==> src/rtl/key_pkg.sv <==
// key_pkg: shared types and sizing helpers for the key conditioner.
// Configuration macro: KEY_AUTOREPEAT_EN (consumed by key_debounce).
package key_pkg;

    localparam int unsigned NUM_KEYS = 4;

    // Per-key debounce FSM states.
    typedef enum logic [1:0] {
        StIdle    = 2'd0,
        StPressDb = 2'd1,
        StHeld    = 2'd2,
        StRelDb   = 2'd3
    } key_state_e;

    function automatic int unsigned max_u(input int unsigned a, input int unsigned b);
        return (a > b) ? a : b;
    endfunction

    // Bits needed to hold 0..max_val inclusive, never less than one.
    function automatic int unsigned cnt_width(input int unsigned max_val);
        return (max_val < 1) ? 1 : $clog2(max_val + 1);
    endfunction

endpackage

==> src/rtl/key_debounce.sv <==
// key_debounce: synchroniser, debounce FSM and counters for a single active-low key.
// Configuration macro: KEY_AUTOREPEAT_EN adds the auto-repeat timer in the held state.
module key_debounce
    import key_pkg::*;
#(
    parameter int unsigned DEBOUNCE_TICKS     = 20,
    parameter int unsigned REPEAT_DELAY_TICKS = 500,
    parameter int unsigned REPEAT_RATE_TICKS  = 50
) (
    input  logic clock,
    input  logic reset,
    input  logic tick,
    input  logic key_raw,
    output logic key_clean,
    output logic key_press,
    output logic key_held
);

    localparam int unsigned CNT_W =
        cnt_width(max_u(DEBOUNCE_TICKS, max_u(REPEAT_DELAY_TICKS, REPEAT_RATE_TICKS)));
    localparam logic [CNT_W-1:0] DB_LIMIT = CNT_W'(DEBOUNCE_TICKS);
    localparam logic [CNT_W-1:0] CNT_MAX  = '1;
    localparam logic [CNT_W-1:0] CNT_ONE  = CNT_W'(1);

    logic             sync1_q, sync2_q;
    key_state_e       state_q, state_d;
    logic [CNT_W-1:0] cnt_q, cnt_d;
    logic             clean_q, clean_d;
    logic             press_q, press_d;
    logic             rep_fire;

    // Two-flop synchroniser; resets to the released level.
    always_ff @(posedge clock) begin
        if (reset) begin
            sync1_q <= 1'b1;
            sync2_q <= 1'b1;
        end else begin
            sync1_q <= key_raw;
            sync2_q <= sync1_q;
        end
    end

    // State register, debounce counter and registered outputs.
    always_ff @(posedge clock) begin
        if (reset) begin
            state_q <= StIdle;
            cnt_q   <= '0;
            clean_q <= 1'b1;
            press_q <= 1'b0;
        end else begin
            state_q <= state_d;
            cnt_q   <= cnt_d;
            clean_q <= clean_d;
            press_q <= press_d;
        end
    end

    // Next state: the FSM only advances on tick cycles; the counter saturates.
    always_comb begin
        state_d = state_q;
        cnt_d   = cnt_q;
        if (tick) begin
            case (state_q)
                StIdle: begin
                    if (!sync2_q) begin
                        state_d = StPressDb;
                        cnt_d   = CNT_ONE;
                    end
                end
                StPressDb: begin
                    if (sync2_q) begin
                        state_d = StIdle;
                        cnt_d   = '0;
                    end else if (cnt_q >= DB_LIMIT) begin
                        state_d = StHeld;
                        cnt_d   = '0;
                    end else begin
                        cnt_d = (cnt_q == CNT_MAX) ? cnt_q : cnt_q + 1'b1;
                    end
                end
                StHeld: begin
                    if (sync2_q) begin
                        state_d = StRelDb;
                        cnt_d   = CNT_ONE;
                    end
                end
                StRelDb: begin
                    if (!sync2_q) begin
                        state_d = StHeld;
                        cnt_d   = '0;
                    end else if (cnt_q >= DB_LIMIT) begin
                        state_d = StIdle;
                        cnt_d   = '0;
                    end else begin
                        cnt_d = (cnt_q == CNT_MAX) ? cnt_q : cnt_q + 1'b1;
                    end
                end
                default: begin
                    state_d = StIdle;
                    cnt_d   = '0;
                end
            endcase
        end
    end

    // Outputs: clean level and press pulse change on the accepting transition.
    always_comb begin
        clean_d = clean_q;
        press_d = rep_fire;
        if (state_q == StPressDb && state_d == StHeld) begin
            clean_d = 1'b0;
            press_d = 1'b1;
        end
        if (state_q == StRelDb && state_d == StIdle) begin
            clean_d = 1'b1;
        end
    end

`ifdef KEY_AUTOREPEAT_EN
    localparam logic [CNT_W-1:0] DELAY_LIMIT = CNT_W'(REPEAT_DELAY_TICKS);
    localparam logic [CNT_W-1:0] RATE_LIMIT  = CNT_W'(REPEAT_RATE_TICKS);

    logic [CNT_W-1:0] rep_cnt_q, rep_cnt_d, rep_next;
    logic             rep_run_q, rep_run_d;      // armed for the current acceptance
    logic             rep_first_q, rep_first_d;  // initial delay already elapsed

    // Repeat timer registers.
    always_ff @(posedge clock) begin
        if (reset) begin
            rep_cnt_q   <= '0;
            rep_run_q   <= 1'b0;
            rep_first_q <= 1'b0;
        end else begin
            rep_cnt_q   <= rep_cnt_d;
            rep_run_q   <= rep_run_d;
            rep_first_q <= rep_first_d;
        end
    end

    // Armed on acceptance, counts ticks spent in HELD, disarmed once a release starts.
    always_comb begin
        rep_cnt_d   = rep_cnt_q;
        rep_run_d   = rep_run_q;
        rep_first_d = rep_first_q;
        rep_next    = (rep_cnt_q == CNT_MAX) ? rep_cnt_q : rep_cnt_q + 1'b1;
        rep_fire    = 1'b0;
        if (state_q == StPressDb && state_d == StHeld) begin
            rep_cnt_d   = '0;
            rep_run_d   = 1'b1;
            rep_first_d = 1'b0;
        end else if (state_q == StHeld && state_d == StRelDb) begin
            rep_cnt_d   = '0;
            rep_run_d   = 1'b0;
            rep_first_d = 1'b0;
        end else if (tick && rep_run_q && state_q == StHeld && state_d == StHeld) begin
            if (rep_next == (rep_first_q ? RATE_LIMIT : DELAY_LIMIT)) begin
                rep_fire    = 1'b1;
                rep_cnt_d   = '0;
                rep_first_d = 1'b1;
            end else begin
                rep_cnt_d = rep_next;
            end
        end
    end
`else
    assign rep_fire = 1'b0;
`endif

    assign key_clean = clean_q;
    assign key_press = press_q;
    assign key_held  = (state_q == StHeld) || (state_q == StRelDb);

endmodule

==> src/rtl/key_conditioner.sv <==
// key_conditioner: debounces the four active-low KEY inputs and generates the button clock.
// Configuration macro: KEY_AUTOREPEAT_EN enables auto-repeat press pulses while a key is held.
module key_conditioner
    import key_pkg::*;
#(
    parameter int unsigned TICK_DIV           = 50000,
    parameter int unsigned DEBOUNCE_TICKS     = 20,
    parameter int unsigned BTNCLK_HALF_TICKS  = 5,
    parameter int unsigned REPEAT_DELAY_TICKS = 500,
    parameter int unsigned REPEAT_RATE_TICKS  = 50
) (
    input  logic                clock,
    input  logic                reset,
    input  logic [NUM_KEYS-1:0] keyRaw,
    output logic [NUM_KEYS-1:0] keyClean,
    output logic [NUM_KEYS-1:0] keyPress,
    output logic [NUM_KEYS-1:0] keyHeld,
    output logic                buttonClockOut
);

    localparam int unsigned      TICK_W    = cnt_width(TICK_DIV - 1);
    localparam logic [TICK_W-1:0] TICK_LAST = TICK_W'(TICK_DIV - 1);
    localparam int unsigned      BTN_W     = cnt_width(BTNCLK_HALF_TICKS - 1);
    localparam logic [BTN_W-1:0]  BTN_LAST  = BTN_W'(BTNCLK_HALF_TICKS - 1);

    logic [TICK_W-1:0] tick_cnt_q;
    logic              tick;
    logic [BTN_W-1:0]  btn_cnt_q;
    logic              btn_clk_q;

    assign tick = (tick_cnt_q == TICK_LAST);

    // Free-running divider: one tick per TICK_DIV system clocks.
    always_ff @(posedge clock) begin
        if (reset) begin
            tick_cnt_q <= '0;
        end else if (tick) begin
            tick_cnt_q <= '0;
        end else begin
            tick_cnt_q <= tick_cnt_q + 1'b1;
        end
    end

    // Button clock toggles every BTNCLK_HALF_TICKS ticks, giving an exact 50% duty cycle.
    always_ff @(posedge clock) begin
        if (reset) begin
            btn_cnt_q <= '0;
            btn_clk_q <= 1'b0;
        end else if (tick) begin
            if (btn_cnt_q == BTN_LAST) begin
                btn_cnt_q <= '0;
                btn_clk_q <= ~btn_clk_q;
            end else begin
                btn_cnt_q <= btn_cnt_q + 1'b1;
            end
        end
    end

    assign buttonClockOut = btn_clk_q;

    for (genvar k = 0; k < NUM_KEYS; k++) begin : g_key
        key_debounce #(
            .DEBOUNCE_TICKS    (DEBOUNCE_TICKS),
            .REPEAT_DELAY_TICKS(REPEAT_DELAY_TICKS),
            .REPEAT_RATE_TICKS (REPEAT_RATE_TICKS)
        ) u_key_debounce (
            .clock    (clock),
            .reset    (reset),
            .tick     (tick),
            .key_raw  (keyRaw[k]),
            .key_clean(keyClean[k]),
            .key_press(keyPress[k]),
            .key_held (keyHeld[k])
        );
    end

endmodule

==> config.mk <==
export PLATFORM = sky130hd
export DESIGN_NAME = key_conditioner
export DESIGN_NICKNAME = d
export VERILOG_FILES = /design/src/rtl/key_pkg.sv /design/src/rtl/key_debounce.sv /design/src/rtl/key_conditioner.sv
export SDC_FILE = /design/constraint.sdc
export NUM_CORES = 1
export LEC_CHECK = 0
export CORE_UTILIZATION = 59
export DETAILED_ROUTE_END_ITERATION = 6
export PLACE_DENSITY = 0.79
export SETUP_SLACK_MARGIN = 0.2
export SLEW_MARGIN = 25
export SYNTH_ARGS = -nofsm -noshare
export SYNTH_HDL_FRONTEND = slang
export SYNTH_HIERARCHICAL = 1
export SYNTH_SLANG_ARGS = --single-unit
==> constraint.sdc <==
create_clock -name clock -period 3 [get_ports clock]
set_input_delay 0.6 -clock clock [delete_from_list [all_inputs] [get_ports clock]]
set_output_delay 0.6 -clock clock [all_outputs]
set_load 0.01 [all_outputs]
After elaboration in Yosys (flattened, before gate mapping)
Index checks and enable logic that the tools add are counted.
- bits in registers: 80
- output and inout bits: 13
- logic and storage cells: 163
- $add $sub $neg: 6
- $lt $le $gt $ge: 4
- equal/unequal tests: 30
- muxes and demuxes: 65
- bitwise logic cells: 1
- reductions and logical operators: 30
- operator list (cell ; count):
    9-bit 2-to-1 mux ; 24
    9-bit case mux with 4 select lines ; 4
    2-bit 2-to-1 mux ; 28
    9-bit by 1-bit adder with 9-bit output, second input constant ; 4
    9-bit == test, second input constant ; 4
    9-bit by 5-bit >= comparator with 1-bit output, second input constant ; 4
    2-bit case mux with 4 select lines ; 4
    2-bit == test, second input constant ; 12
    16-bit by 1-bit adder with 16-bit output, second input constant ; 1
    16-bit == test, second input constant ; 1
    2-bit logical NOT ; 8
    3-bit AND reduction ; 4
    2-bit OR reduction ; 5
    2-bit by 1-bit == test with 1-bit output, second input constant ; 4
    1-bit logical AND ; 8
    2-bit by 1-bit inequality test with 1-bit output, second input constant ; 4
    2-bit inequality test, second input constant ; 4
    1-bit logical OR ; 4
    1-bit 2-to-1 mux ; 4
    3-bit by 1-bit adder with 3-bit output, second input constant ; 1
    3-bit == test, second input constant ; 1
    3-bit 2-to-1 mux ; 1
    2-bit AND reduction ; 1
    1-bit inverter ; 1

Longest topological paths before layout
- depth after elaboration: 8
- mapped depth: 8

By module
Netlist, hierarchy kept.
- by module, submodules not included (module ; instances ; cells each ; area an instance (µm²) ; seq. area each (µm²)):
    key_debounce ; 4 ; 73 ; 673.1 ; 300.3
    key_conditioner ; 1 ; 102 ; 897.1 ; 400.4

Worst setup path before layout
Ideal clock, no wire load.
- path type: register to register
- from: reg tick_cnt_q[0]
- to: reg g_key[0].u_key_debounce.cnt_q[3]
- arrival: 1952 ps
- slack: 916 ps
- stages on the path, launching flop included: 9
- path buffers: 0
- cells stage by stage: dfxtp_1 ha_1 and3_1 nand4_2 inv_1 and4_1 o21ai_0 nor3_1 a211oi_2
- word-level cells in the longest chain between the ends: 2
- ends and longest elaborated chain (element ; line ; RTL):
    from (decl) ; key_conditioner.sv:26 ; logic [TICK_W-1:0] tick_cnt_q;
    from (signal assigned) ; key_conditioner.sv:40 ; tick_cnt_q <= tick_cnt_q + 1'b1;
    16-bit == test ; key_conditioner.sv:31 ; assign tick = (tick_cnt_q == TICK_LAST);
    net tick ; key_conditioner.sv:27 ; logic tick;
    3-bit AND reduction (no source line) ; -- ;
    to (signal assigned) ; key_debounce.sv:52 ; cnt_q <= cnt_d;
    to (decl) ; key_debounce.sv:27 ; logic [CNT_W-1:0] cnt_q, cnt_d;
The timed path passes the listed nets, and every way through them passes these cells.
A chain may end at the register's enable or synchronous reset.

Worst setup path after layout
- from: reg tick_cnt_q[0]
- to: reg g_key[3].u_key_debounce.clean_q
- word-level cells in the longest chain between the ends: 5
- ends and longest elaborated chain (element ; line ; RTL):
    16-bit == test (*) ; key_conditioner.sv:31 ;
    net tick ; key_conditioner.sv:27 ;
    2-bit 2-to-1 mux (*) ; key_debounce.sv:62 ; if (tick) begin
    2-bit logical NOT ; key_debounce.sv:114 ; if (state_q == StRelDb && state_d == StIdle) begin
    1-bit logical AND ; key_debounce.sv:114 ;
    2-bit OR reduction (no source line) ; -- ;
    to (signal assigned) ; key_debounce.sv:53 ; clean_q <= clean_d;
    to (decl) ; key_debounce.sv:28 ; logic clean_q, clean_d;
Mark *: on every way through the listed nets, which the timed path passes. The rest lies on a longest branch.

==> flow_metrics.tcl <==
set metrics [dict create \
    post-place-ws_ns 0.5313 \
    clk_latency_ns 0.35 \
    synthSimpleGateAreaFrac 0.2534 \
    timing.final.ws_setup_ns 0.4912 \
    hold_viol_final 0 \
    status "complete, no violations" \
    vias 2881 \
    drt-vias-per-instance 5.844 \
    slew_violations 0 \
    r2r_cells 8 \
    grt_pass1_vias 2520 \
    r2r_end "g_key[3].u_key_debounce/key_clean$_SDFFE_PP1P_" \
    syn_avg_cell_area_sq_um 9.111 \
    die_h_um 80 \
    slew-limit-headroom 0.5479 \
    synth-xor-area-share 0.04392 \
    synthDistinctLibCells 37 \
    fin_tns_setup_ns 0 \
    rrSetupSlack_ns 0.49 \
    setup_violations 0 \
    min_from "g_key[0].u_key_debounce/sync1_q$_SDFF_PP1_" \
    synth_warnings 6 \
    synth_top_family_by_area "simple AND/OR/NAND/NOR gates" \
    drive_gt1_frac 0.1124 \
    switchingPower_uw 438.9 \
    start_util 0.6099 \
    cts_buffers 9 \
    crit_arrival_ns 2.72 \
    combPwrFrac 0.039 \
    cts_root_buf "clkbuf_8" \
    cts_buffer_depth 2 \
    worstSetupEndpointType "flop" \
    synth_seq_cells 80 \
    syn-num-nets 411 \
    holdPathStages 1 \
    post_cts_buffers 0 \
    max_freq_mhz 398.6 \
    layout.nets 430 \
    cap_violations 0 \
    syn_inst 394 \
    hp-class "flop to flop" \
    fp.coreArea_sq_um 5886 \
    synthMuxAreaShare 0 \
    rsz0062_at_grt "false" \
    ant_nets 0 \
    htreeDepth 3 \
    path_class "flop to flop" \
    cts_tree "done" \
    post-route-util 0.6818 \
    io_pins 19 \
    yosys.area_share.adder 0.03834 \
    clk_pin_slew_worst_paths_ns 0.08 \
    firstDrtPassIters 5 \
    ys_seq_area_frac 0.4461 \
    grt_max_degree 30 \
    irDropWorstVdd_v 0.0003044 \
    crit_start "tick_cnt_q[0]$_SDFF_PP0_" \
    p_clk_frac 0.409 \
    die_x_um 80 \
    multiInputGateArea_sq_um 1841 \
    portBuffers 18 \
    power_frac_seq 0.552 \
    drt-total-wl_um 6730 \
    regArea_sq_um 1602 \
    dr.first_iter.drc_count 135 \
    cts-resized-gates 0 \
    synth_compound_area_frac 0.1771 \
    numClockSinks 80 \
    grt_pass1_wl_um 10980 \
    overflow 0 \
    finalCriticalPeriod_ns 2.509 \
    n_fill_cell 495 \
    cts_hold_buf 0 \
    place_congestion 0.8289 \
    power_mw 1.983 \
    startpoint_type "flop" \
    tightest_slew_ns 0.6775 \
    timing.final.crit_share 0.8363 \
    antenna_found_initial 0 \
    skew_ns 0.008716 \
    detailed_place_hpwl_um 4538 \
    power.density_nw_per_um2 494.2 \
    r2r_start "tick_cnt_q[0]$_SDFF_PP0_" \
    cp_max_fo 25 \
    final_cell_mix "dfxtp_1 (80), nor2_1 (42), nand2_1 (24)" \
    cp.required_ns 3.22 \
    area_delta_synth_final_pct 11.78 \
    grtUsageTotal 0.2190 \
    final_common_cell "dfxtp_1" \
    p_sw_frac 0.2213 \
    routedWlPerCell_um 13.65 \
    diodes 0 \
    leakagePower_nw 1.301 \
    netlist_area_sq_um 3590 \
    worstHoldEndpoint "g_key[0].u_key_debounce/sync2_q$_SDFF_PP1_" \
    row_count 28 \
    drcViolationCount 0 \
    fp.dieArea_sq_um 6400 \
    intPower_mw 1.544 \
]
[area by class of cell]
cell class | instances | share of cell area
inverter | 18 | 0.01684
timing repair buffer | 21 | 0.05051
clock buffer | 11 | 0.03773
multi-input combinational | 283 | 0.4587
tap | 75 | 0.02339
sequential | 80 | 0.3991
clock inverter | 5 | 0.01372
[routing by layer]
layer | part of all wire | GRT usage
met1 | 0.49 | 0.2750
met2 | 0.47 | 0.3538
met4 | 0.0083 | 0.1000
met3 | 0.035 | 0.05257
met5 | 0 | 0
[state kept, by name (all words and copies together) (netlist names)]
name and flops:
g_key.u_key_debounce/sync2_q 4, g_key.u_key_debounce/sync1_q 4, tick_cnt_q 16, btn_cnt_q 3, g_key.u_key_debounce/key_clean 4, buttonClockOut 1, g_key.u_key_debounce/key_press 4, g_key.u_key_debounce/cnt_q 36
g_key.u_key_debounce/state_q 8
[worst max path at each step]
stage	end	slack [ns]	cells past startpoint
finish	g_key[3].u_key_debounce/key_clean$_SDFFE_PP1P_	0.49	8
global route	g_key[0].u_key_debounce/key_clean$_SDFFE_PP1P_	0.24	8
CTS	g_key[3].u_key_debounce/key_clean$_SDFFE_PP1P_	0.48	8
detailed placement	g_key[2].u_key_debounce/key_clean$_SDFFE_PP1P_	0.53	8
global placement	g_key[3].u_key_debounce/key_clean$_SDFFE_PP1P_	0.62	8
floorplan	g_key[0].u_key_debounce/cnt_q[3]$_SDFFE_PP0P_	0.92	8
[worst max-delay path, cell delays in order (launching register included)]
cell	delay, ns
dfxtp_1	0.39
ha_1	0.23
and3_1	0.21
nand4_2	0.17
inv_1	0.56
nand2_1	0.19
a21o_1	0.22
nor4_1	0.30
a211oi_1	0.09
[stage by stage]
stage          hold WS (ns)  std cells  cell area (sq um)
2_1_floorplan        0.3895        394               3590
3_3_place_gp         0.3931        477               3806
3_5_place_dp         0.3932        477               3806
4_1_cts              0.4111        493               4013
5_1_grt              0.4236        493               4013
6_report             0.4110        493               4013
[power by group through the flow]
stage | registers (mW) | logic, mW | clock network, mW
after floorplan | 1.12 | 0.0380 | 0
after global placement | 1.12 | 0.0772 | 0
after detailed placement | 1.12 | 0.0781 | 0
after CTS | 1.09 | 0.0784 | 0.831
after global routing | 1.10 | 0.0856 | 0.871
final | 1.09 | 0.0782 | 0.811
[kinds of logic (layout without fill, tap and decap cells)]
family                     after synthesis  after routing
and+or+nand+nor                        160            160
AOI/OAI and AO/OA                       94             94
DFF                                     80             80
buffers and inverters                   31             55
xor gates and xnor gates                18             18
adders and majority gates               11             11
[synth_stat cells (all sizes together)]
| master | n | area, sq um |
|---|---|---|
| o21ba | 4 | 40.04 |
| nand2b | 5 | 31.28 |
| a21o | 8 | 60.06 |
| dfxtp | 80 | 1602 |
| nor4 | 12 | 75.07 |
| nand3b | 8 | 60.06 |
| clkbuf | 8 | 30.03 |
| buf | 5 | 50.04 |
| nor2 | 42 | 157.7 |
| or3 | 1 | 6.260 |
| xor2 | 3 | 26.28 |
| a31oi | 4 | 25.02 |
| a41oi | 8 | 70.07 |
| and3 | 1 | 6.260 |
| nand3 | 4 | 20.02 |
| nor3 | 13 | 85.08 |
| nor4b | 1 | 15.01 |
| inv | 18 | 67.56 |
| o21ai | 22 | 110.1 |
| ha | 11 | 137.6 |
| or2 | 12 | 75.07 |
| nand4 | 18 | 118.9 |
| a21boi | 4 | 30.03 |
| and4 | 5 | 43.79 |
| nand2 | 24 | 90.09 |
| a21oi | 20 | 100.1 |
| nor3b | 8 | 60.06 |
| and4bb | 2 | 25.02 |
| a211oi | 16 | 140.1 |
| o21a | 4 | 30.03 |
| xnor2 | 15 | 131.4 |
| and4b | 4 | 40.04 |
| o31ai | 4 | 30.03 |
No activity file was read; power rests on OpenSTA's default activity.
